[src/rtl/dac_frame_tx_if.sv]
// Sample-strobe and serial DAC pins between the datapath and the frame serializer.
// master = sample source / pin observer, slave = dac_frame_tx.
interface dac_frame_tx_if #(
  parameter int N = 23
);
  logic                start;
  logic signed [N-1:0] data_in;
  logic                busy;
  logic                done;
  logic                sat;
  logic                sclk;
  logic                sync_n;
  logic                sdata;

  modport master (
    output start, data_in,
    input  busy, done, sat, sclk, sync_n, sdata
  );

  modport slave (
    input  start, data_in,
    output busy, done, sat, sclk, sync_n, sdata
  );
endinterface

[src/rtl/dac_frame_tx.sv]
// Purpose: saturate a signed sample to 12-bit offset binary and shift it out as a 16-bit SPI frame.
// Latency: sync_n low one cycle after accept, for 32*CLK_DIV cycles; done pulse on the following cycle.
// Backpressure: start is honoured only in IDLE; strobes while busy are dropped, never queued.
module dac_frame_tx #(
  parameter int N       = 23,
  parameter int SHIFT   = 0,
  parameter int CLK_DIV = 4
) (
  input  logic          clk,
  input  logic          reset_n,
  dac_frame_tx_if.slave bus
);

  localparam int             CW      = (CLK_DIV > 1) ? $clog2(CLK_DIV) : 1;
  localparam logic [CW-1:0]  HC_LAST = CW'(CLK_DIV - 1);
  localparam logic signed [N-1:0] C_MAX = N'(2047);
  localparam logic signed [N-1:0] C_MIN = N'(-2048);

  typedef enum logic [1:0] {
    S_IDLE  = 2'd0,
    S_SHIFT = 2'd1,
    S_DONE  = 2'd2
  } state_t;

  state_t         state_q, state_d;
  logic [CW-1:0]  hcnt_q, hcnt_d;
  logic [3:0]     bcnt_q, bcnt_d;
  logic [15:0]    sh_q, sh_d;
  logic           sclk_q, sclk_d;
  logic           sat_q, sat_d;

  logic signed [N-1:0] v;
  logic signed [N-1:0] c;
  logic                sat_c;
  logic [11:0]         code;
  logic [15:0]         word;

  assign v = $signed(bus.data_in) >>> SHIFT;

  always_comb begin
    c     = v;
    sat_c = 1'b0;
    if (v > C_MAX) begin
      c     = C_MAX;
      sat_c = 1'b1;
    end else if (v < C_MIN) begin
      c     = C_MIN;
      sat_c = 1'b1;
    end
  end

  // Adding 2048 to a 12-bit two's complement value is just an MSB flip.
  assign code = {~c[11], c[10:0]};
  assign word = {4'b0000, code};

  always_comb begin
    state_d = state_q;
    hcnt_d  = hcnt_q;
    bcnt_d  = bcnt_q;
    sh_d    = sh_q;
    sclk_d  = sclk_q;
    sat_d   = sat_q;
    case (state_q)
      S_IDLE: begin
        sclk_d = 1'b1;
        if (bus.start) begin
          state_d = S_SHIFT;
          sh_d    = word;
          sat_d   = sat_c;
          hcnt_d  = '0;
          bcnt_d  = 4'd15;
        end
      end
      S_SHIFT: begin
        if (hcnt_q == HC_LAST) begin
          hcnt_d = '0;
          if (sclk_q) begin
            sclk_d = 1'b0;
          end else begin
            // End of a low phase: next bit goes out with the rising edge.
            // The last shift empties the register so sdata idles at 0.
            sclk_d = 1'b1;
            sh_d   = {sh_q[14:0], 1'b0};
            if (bcnt_q == 4'd0) begin
              state_d = S_DONE;
            end else begin
              bcnt_d = bcnt_q - 4'd1;
            end
          end
        end else begin
          hcnt_d = hcnt_q + 1'b1;
        end
      end
      S_DONE: begin
        sclk_d  = 1'b1;
        state_d = S_IDLE;
      end
      default: begin
        sclk_d  = 1'b1;
        state_d = S_IDLE;
      end
    endcase
  end

  always_ff @(posedge clk or negedge reset_n) begin
    if (!reset_n) begin
      state_q <= S_IDLE;
      hcnt_q  <= '0;
      bcnt_q  <= '0;
      sh_q    <= '0;
      sclk_q  <= 1'b1;
      sat_q   <= 1'b0;
    end else begin
      state_q <= state_d;
      hcnt_q  <= hcnt_d;
      bcnt_q  <= bcnt_d;
      sh_q    <= sh_d;
      sclk_q  <= sclk_d;
      sat_q   <= sat_d;
    end
  end

  assign bus.busy   = (state_q != S_IDLE);
  assign bus.done   = (state_q == S_DONE);
  assign bus.sync_n = (state_q != S_SHIFT);
  assign bus.sclk   = sclk_q;
  assign bus.sdata  = sh_q[15];
  assign bus.sat    = sat_q;

endmodule

[src/flat_wrapper.sv]
// flat-port wrapper written by rule: the top's interface ports become plain ports
module dac_frame_tx_flat 
#(
  parameter int N       = 23,
  parameter int SHIFT   = 0,
  parameter int CLK_DIV = 4
)
  (clk, reset_n, bus_start, bus_data_in, bus_busy, bus_done, bus_sat, bus_sclk, bus_sync_n, bus_sdata);
  dac_frame_tx_if #(.N(N)) bus_i ();
  input  logic clk;
  input  logic reset_n;
  input wire logic [$bits(bus_i.start)-1:0] bus_start;
  input wire logic [$bits(bus_i.data_in)-1:0] bus_data_in;
  output wire logic [$bits(bus_i.busy)-1:0] bus_busy;
  output wire logic [$bits(bus_i.done)-1:0] bus_done;
  output wire logic [$bits(bus_i.sat)-1:0] bus_sat;
  output wire logic [$bits(bus_i.sclk)-1:0] bus_sclk;
  output wire logic [$bits(bus_i.sync_n)-1:0] bus_sync_n;
  output wire logic [$bits(bus_i.sdata)-1:0] bus_sdata;
  assign bus_i.start = bus_start;
  assign bus_i.data_in = bus_data_in;
  assign bus_busy = bus_i.busy;
  assign bus_done = bus_i.done;
  assign bus_sat = bus_i.sat;
  assign bus_sclk = bus_i.sclk;
  assign bus_sync_n = bus_i.sync_n;
  assign bus_sdata = bus_i.sdata;
  dac_frame_tx #(.N(N), .SHIFT(SHIFT), .CLK_DIV(CLK_DIV)) u_core (.clk(clk), .reset_n(reset_n), .bus(bus_i));
endmodule
[config.mk]
export PLATFORM = sky130hd
export DESIGN_NAME = dac_frame_tx_flat
export DESIGN_NICKNAME = d
export VERILOG_FILES = /design/src/rtl/dac_frame_tx_if.sv /design/src/rtl/dac_frame_tx.sv /design/src/flat_wrapper.sv
export SDC_FILE = /design/constraint.sdc
export NUM_CORES = 1
export LEC_CHECK = 0
export CELL_PAD_IN_SITES_DETAIL_PLACEMENT = 1
export CELL_PAD_IN_SITES_GLOBAL_PLACEMENT = 1
export CORE_ASPECT_RATIO = 0.9
export CORE_MARGIN = 5
export CORE_UTILIZATION = 31
export CTS_CLUSTER_DIAMETER = 80
export DETAILED_ROUTE_END_ITERATION = 16
export GPL_ROUTABILITY_DRIVEN = 0
export HOLD_SLACK_MARGIN = 0.05
export PLACE_DENSITY_LB_ADDON = 0.1
export SYNTH_ARGS = -nofsm -noshare
export SYNTH_HDL_FRONTEND = slang
export SYNTH_SLANG_ARGS = --single-unit
[constraint.sdc]
create_clock -name clk -period 1.6 [get_ports clk]
set_input_delay 0.24 -clock clk [delete_from_list [all_inputs] [get_ports clk]]
set_output_delay 0.24 -clock clk [all_outputs]
set_load 0.03 [all_outputs]
==> metrics.md <==
| Metric | Value |
|---|---|
| Outcome | complete, no violations |
| RSZ-0062 raised after global routing | yes |
| Rows | 22 |
| # DRC | 0 |
| Synth Instances | 137 |
| Total power | around 2.4 mW |
| Vias | 1187 |
| Post-Syn Area | 1310 µm² |
| Final Skew | about 0.008 ns |
| Inserted Diodes | 0 |
| Initial antenna violation count | 0 |
| Period utilization | a little over nine tenths |
| Worst Path Buf+Inv | 2 |
| Largest delay share family, worst path | buffers and inverters |
| Final min period | 1.51 ns |
| Synth Area in Simple Gates | roughly 23% |
| Synthesized Nets | 165 |
| Crit Path Class | in -> reg |
| Largest family of logic cells by synthesized area | simple AND/OR/NAND/NOR gates |
| LEAKAGE | just over 0.8 nW |
| Synth Area in Compound Gates | roughly a fifth |
| Post-DRT Antenna Nets | 0 |
| Syn_area_per_cell | roughly 9.5 µm² |
| CP arrival | 1.68 ns |
| Vias in the first global route | between 1000 and 1500 |
| Layout cells sized above 1 | between 10% and 20% |
| Worst VDD drop | roughly 540 µV |
| Routed len/inst | ~15 µm |
| Hold Buf Count CTS | 0 |
| Pin slew with the least headroom to its limit | 0.342 ns |
| Skew-Pair Late Insertion Delay | ~0.27 ns |
| CTS tree | built |
| Number of DRC markers in iteration 0 | 34 |
| Final nets | 208 |
| Hold Path Class | in -> async |
| TritonCTS Buffers | 3 |
| Clock sink total | 26 |
| Port Buf Inserts | 31 |
| H-tree levels | 1 |
| Final Setup Violations | 0 |
| PwrDens | 1320 nW/µm² |
| Root buf cell | clkbuf_8 |
| CORE AREA | 4070 µm² |
| Register area share after synthesis | 49.9% |
| GRT overflow | 0 |
| FMAX | around 0.66 GHz |
| Largest net degree at the start of global routing | 27 |
| Top post-synthesis cells by area | dfrtp_1, a211oi_1, nor3_1 |
| Register bit total from synthesis | 26 |
| Die ar. | 5610 µm² |
| Max Cap Viol | 0 |
| Post-DP HPWL | 2590 µm |
| Area leader, netlist | dfrtp_1 |
| Die X | 78.4 µm |
| Post-synth cell types | 32 |
| Relative slew slack | between 70% and 80% |
| Die height | between 70 and 80 µm |
| Setup Fix Bufs, Post-CTS | 0 |
| Critical Path RT | 1.77 ns |
| Synth top area share | 47.9% |
| Gr usage total | between 10 and 15% |
| Critical Path Fanout Max | 12 |
| Fill cells | 467 |
| Fin. Hold Viols | 0 |
| Starting Density | 32.1% |
| Number of vias per cell | roughly 5.2 |
| Synth Area in Adders | about 1.9% |
| Pre-antenna DRT Iters | 4 |
| Max incr delay on CP | approximately 0.5 ns |
| Io pins | 32 |
| Post-Synth XOR/XNOR Area | 0% |
| Yosys warning total | 0 |
| Worst setup margin | around 0.089 ns |
| Pre-CTS setup slack | -0.241 ns |
| Critical path capture point type | register |
| Clock transition at the registers of the reported paths | ~0.10 ns |
| Startpoint Class | input port |
| Multiplexer share of the synthesized area | 0% |
| Layout area overhead | 40.8% |
| Cell-by-cell trace of the critical path | clkdlybuf4s50_1, nand3_1, o31ai_2, buf_4, nand2_1, a211oi_1 |
| Final WL | 3450 µm |
| Max-slew violations | 0 |
| CTS max path bufs | 2 |
| Wire length of the first global-routing pass | ~6000 µm |
| Slowest CP cell | clkdlybuf4s50_1 |
[path summary, 6_finish.rpt]
kind | start | end | slack (ns) | depth (start not counted)
max | bus_data_in[14] | u_core.sh_q[2] | 0.09 | 6
min | reset_n | u_core.hcnt_q[1] | 0.33 | 2
max reg2reg | u_core.hcnt_q[0] | u_core.sh_q[2] | 0.09 | 6
min reg2reg | u_core.bus.sat | u_core.bus.sat | 0.49 | 1
max in group asynchronous | reset_n | u_core.bus.sclk | 0.97 | 2
min in group clk | u_core.bus.sat | u_core.bus.sat | 0.49 | 1
[worst reg2reg max path: cells and delay by family, from the launching register on]
family	cells	cell delay (ns)
compound gates	2	0.43
flops	1	0.41
fa+ha+maj	1	0.22
simple gates	2	0.19
buf+inv	1	0.16
[sequential cells by signal, summed over array words and instances, names as in the netlist]
| signal | count |
|---|---|
| u_core.bus.sat | 1 |
| u_core.sh_q | 16 |
| u_core.bus.sclk | 1 |
| u_core.hcnt_q | 2 |
| u_core.state_q | 2 |
| u_core.bcnt_q | 4 |
[final cells by class]
type | count | area (µm²) | area share, %
multi-input combinational | 99 | 626 | 34.0
inverter | 6 | 25.0 | 1.36
sequential | 26 | 652 | 35.4
clock buffer | 4 | 45.0 | 2.45
tap | 48 | 60.1 | 3.27
timing repair buffer | 44 | 432 | 23.5
[Yosys cell counts]
library cell	n
buf_2	3
o41ai_2	1
a21o_1	3
a211oi_1	10
buf_6	2
a31o_2	1
inv_1	5
nor2b_2	1
nor2_1	14
a22o_1	5
ha_1	2
o31ai_1	1
nand3b_1	1
inv_2	1
nand3_1	6
nand2_1	16
nor3b_1	1
o21ai_0	3
nand2b_1	3
nor3_1	13
buf_4	1
nor2b_1	2
a21oi_1	5
nor4_1	3
dfrtp_1	25
dfstp_2	1
o2111ai_1	1
o21bai_1	1
nand4_1	3
a32o_1	1
a21oi_2	1
o31ai_2	1
[report_power, final]
group | internal (mW) | switching (mW)
sequential | 0.924 | 0.192
clock | 0.178 | 0.211
combinational | 0.457 | 0.465
total | 1.56 | 0.867
[cell families (layout without fill, tap and decap cells)]
group / count (synthesis) / in the layout
compound gates: 34 / 34
simple gates: 63 / 63
flops: 26 / 26
buf+inv: 12 / 54
fa+ha+maj: 2 / 2
[metal layers]
metal / track usage [%] / vias to the layer above / part of all wire (%)
met4: 1.94 / 0 / 0.52
met2: 24.7 / 13 / 53
li1: - / 579 / -
met3: 3.14 / 2 / 3.0
met1: 14.8 / 593 / 43
met5: 0 / - / 0
[metrics by stage]
step	utilization [%]	area, µm²	cells	TNS, ns	hold slack, ns
2_1_floorplan	-	1310	137	0	-0.0556
3_3_place_gp	43.0	1750	223	-1.83	0.469
3_5_place_dp	43.0	1750	223	-2.47	0.481
4_1_cts	44.1	1800	227	0	0.338
5_1_grt	45.1	1840	227	-0.00556	0.358
6_report	45.1	1840	227	0	0.326
[cell usage in the layout (no fill, tap or decap), types with 2 or more instances in the layout]
| cell type | netlist | layout |
|---|---|---|
| buf_4 | 1 | 12 |
| nand4_1 | 3 | 3 |
| ha_1 | 2 | 2 |
| clkbuf_8 | 0 | 3 |
| nand3_1 | 6 | 6 |
| nor3_1 | 13 | 12 |
| dlygate4sd2_1 | 0 | 3 |
| nor4_2 | 0 | 2 |
| a21oi_1 | 5 | 5 |
| a21o_1 | 3 | 3 |
| dlymetal6s2s_1 | 0 | 2 |
| nand2b_1 | 3 | 3 |
| nand2_1 | 16 | 16 |
| inv_1 | 5 | 5 |
| nor2b_1 | 2 | 2 |
| a22o_1 | 5 | 5 |
| dfrtp_1 | 25 | 25 |
| nor2_1 | 14 | 14 |
| a211oi_1 | 10 | 9 |
| buf_12 | 0 | 2 |
| clkdlybuf4s50_1 | 0 | 25 |
| o21ai_0 | 3 | 3 |
[timing repair]
action | in CTS | in global routing
setup endpoints to repair | 4 | 16
endpoints found under the hold margin | 0 | 0
gates resized for setup | 4 | 9
pin swaps | 0 | 1
cloned | 0 | 0
Power figures use the tool's default switching activity.
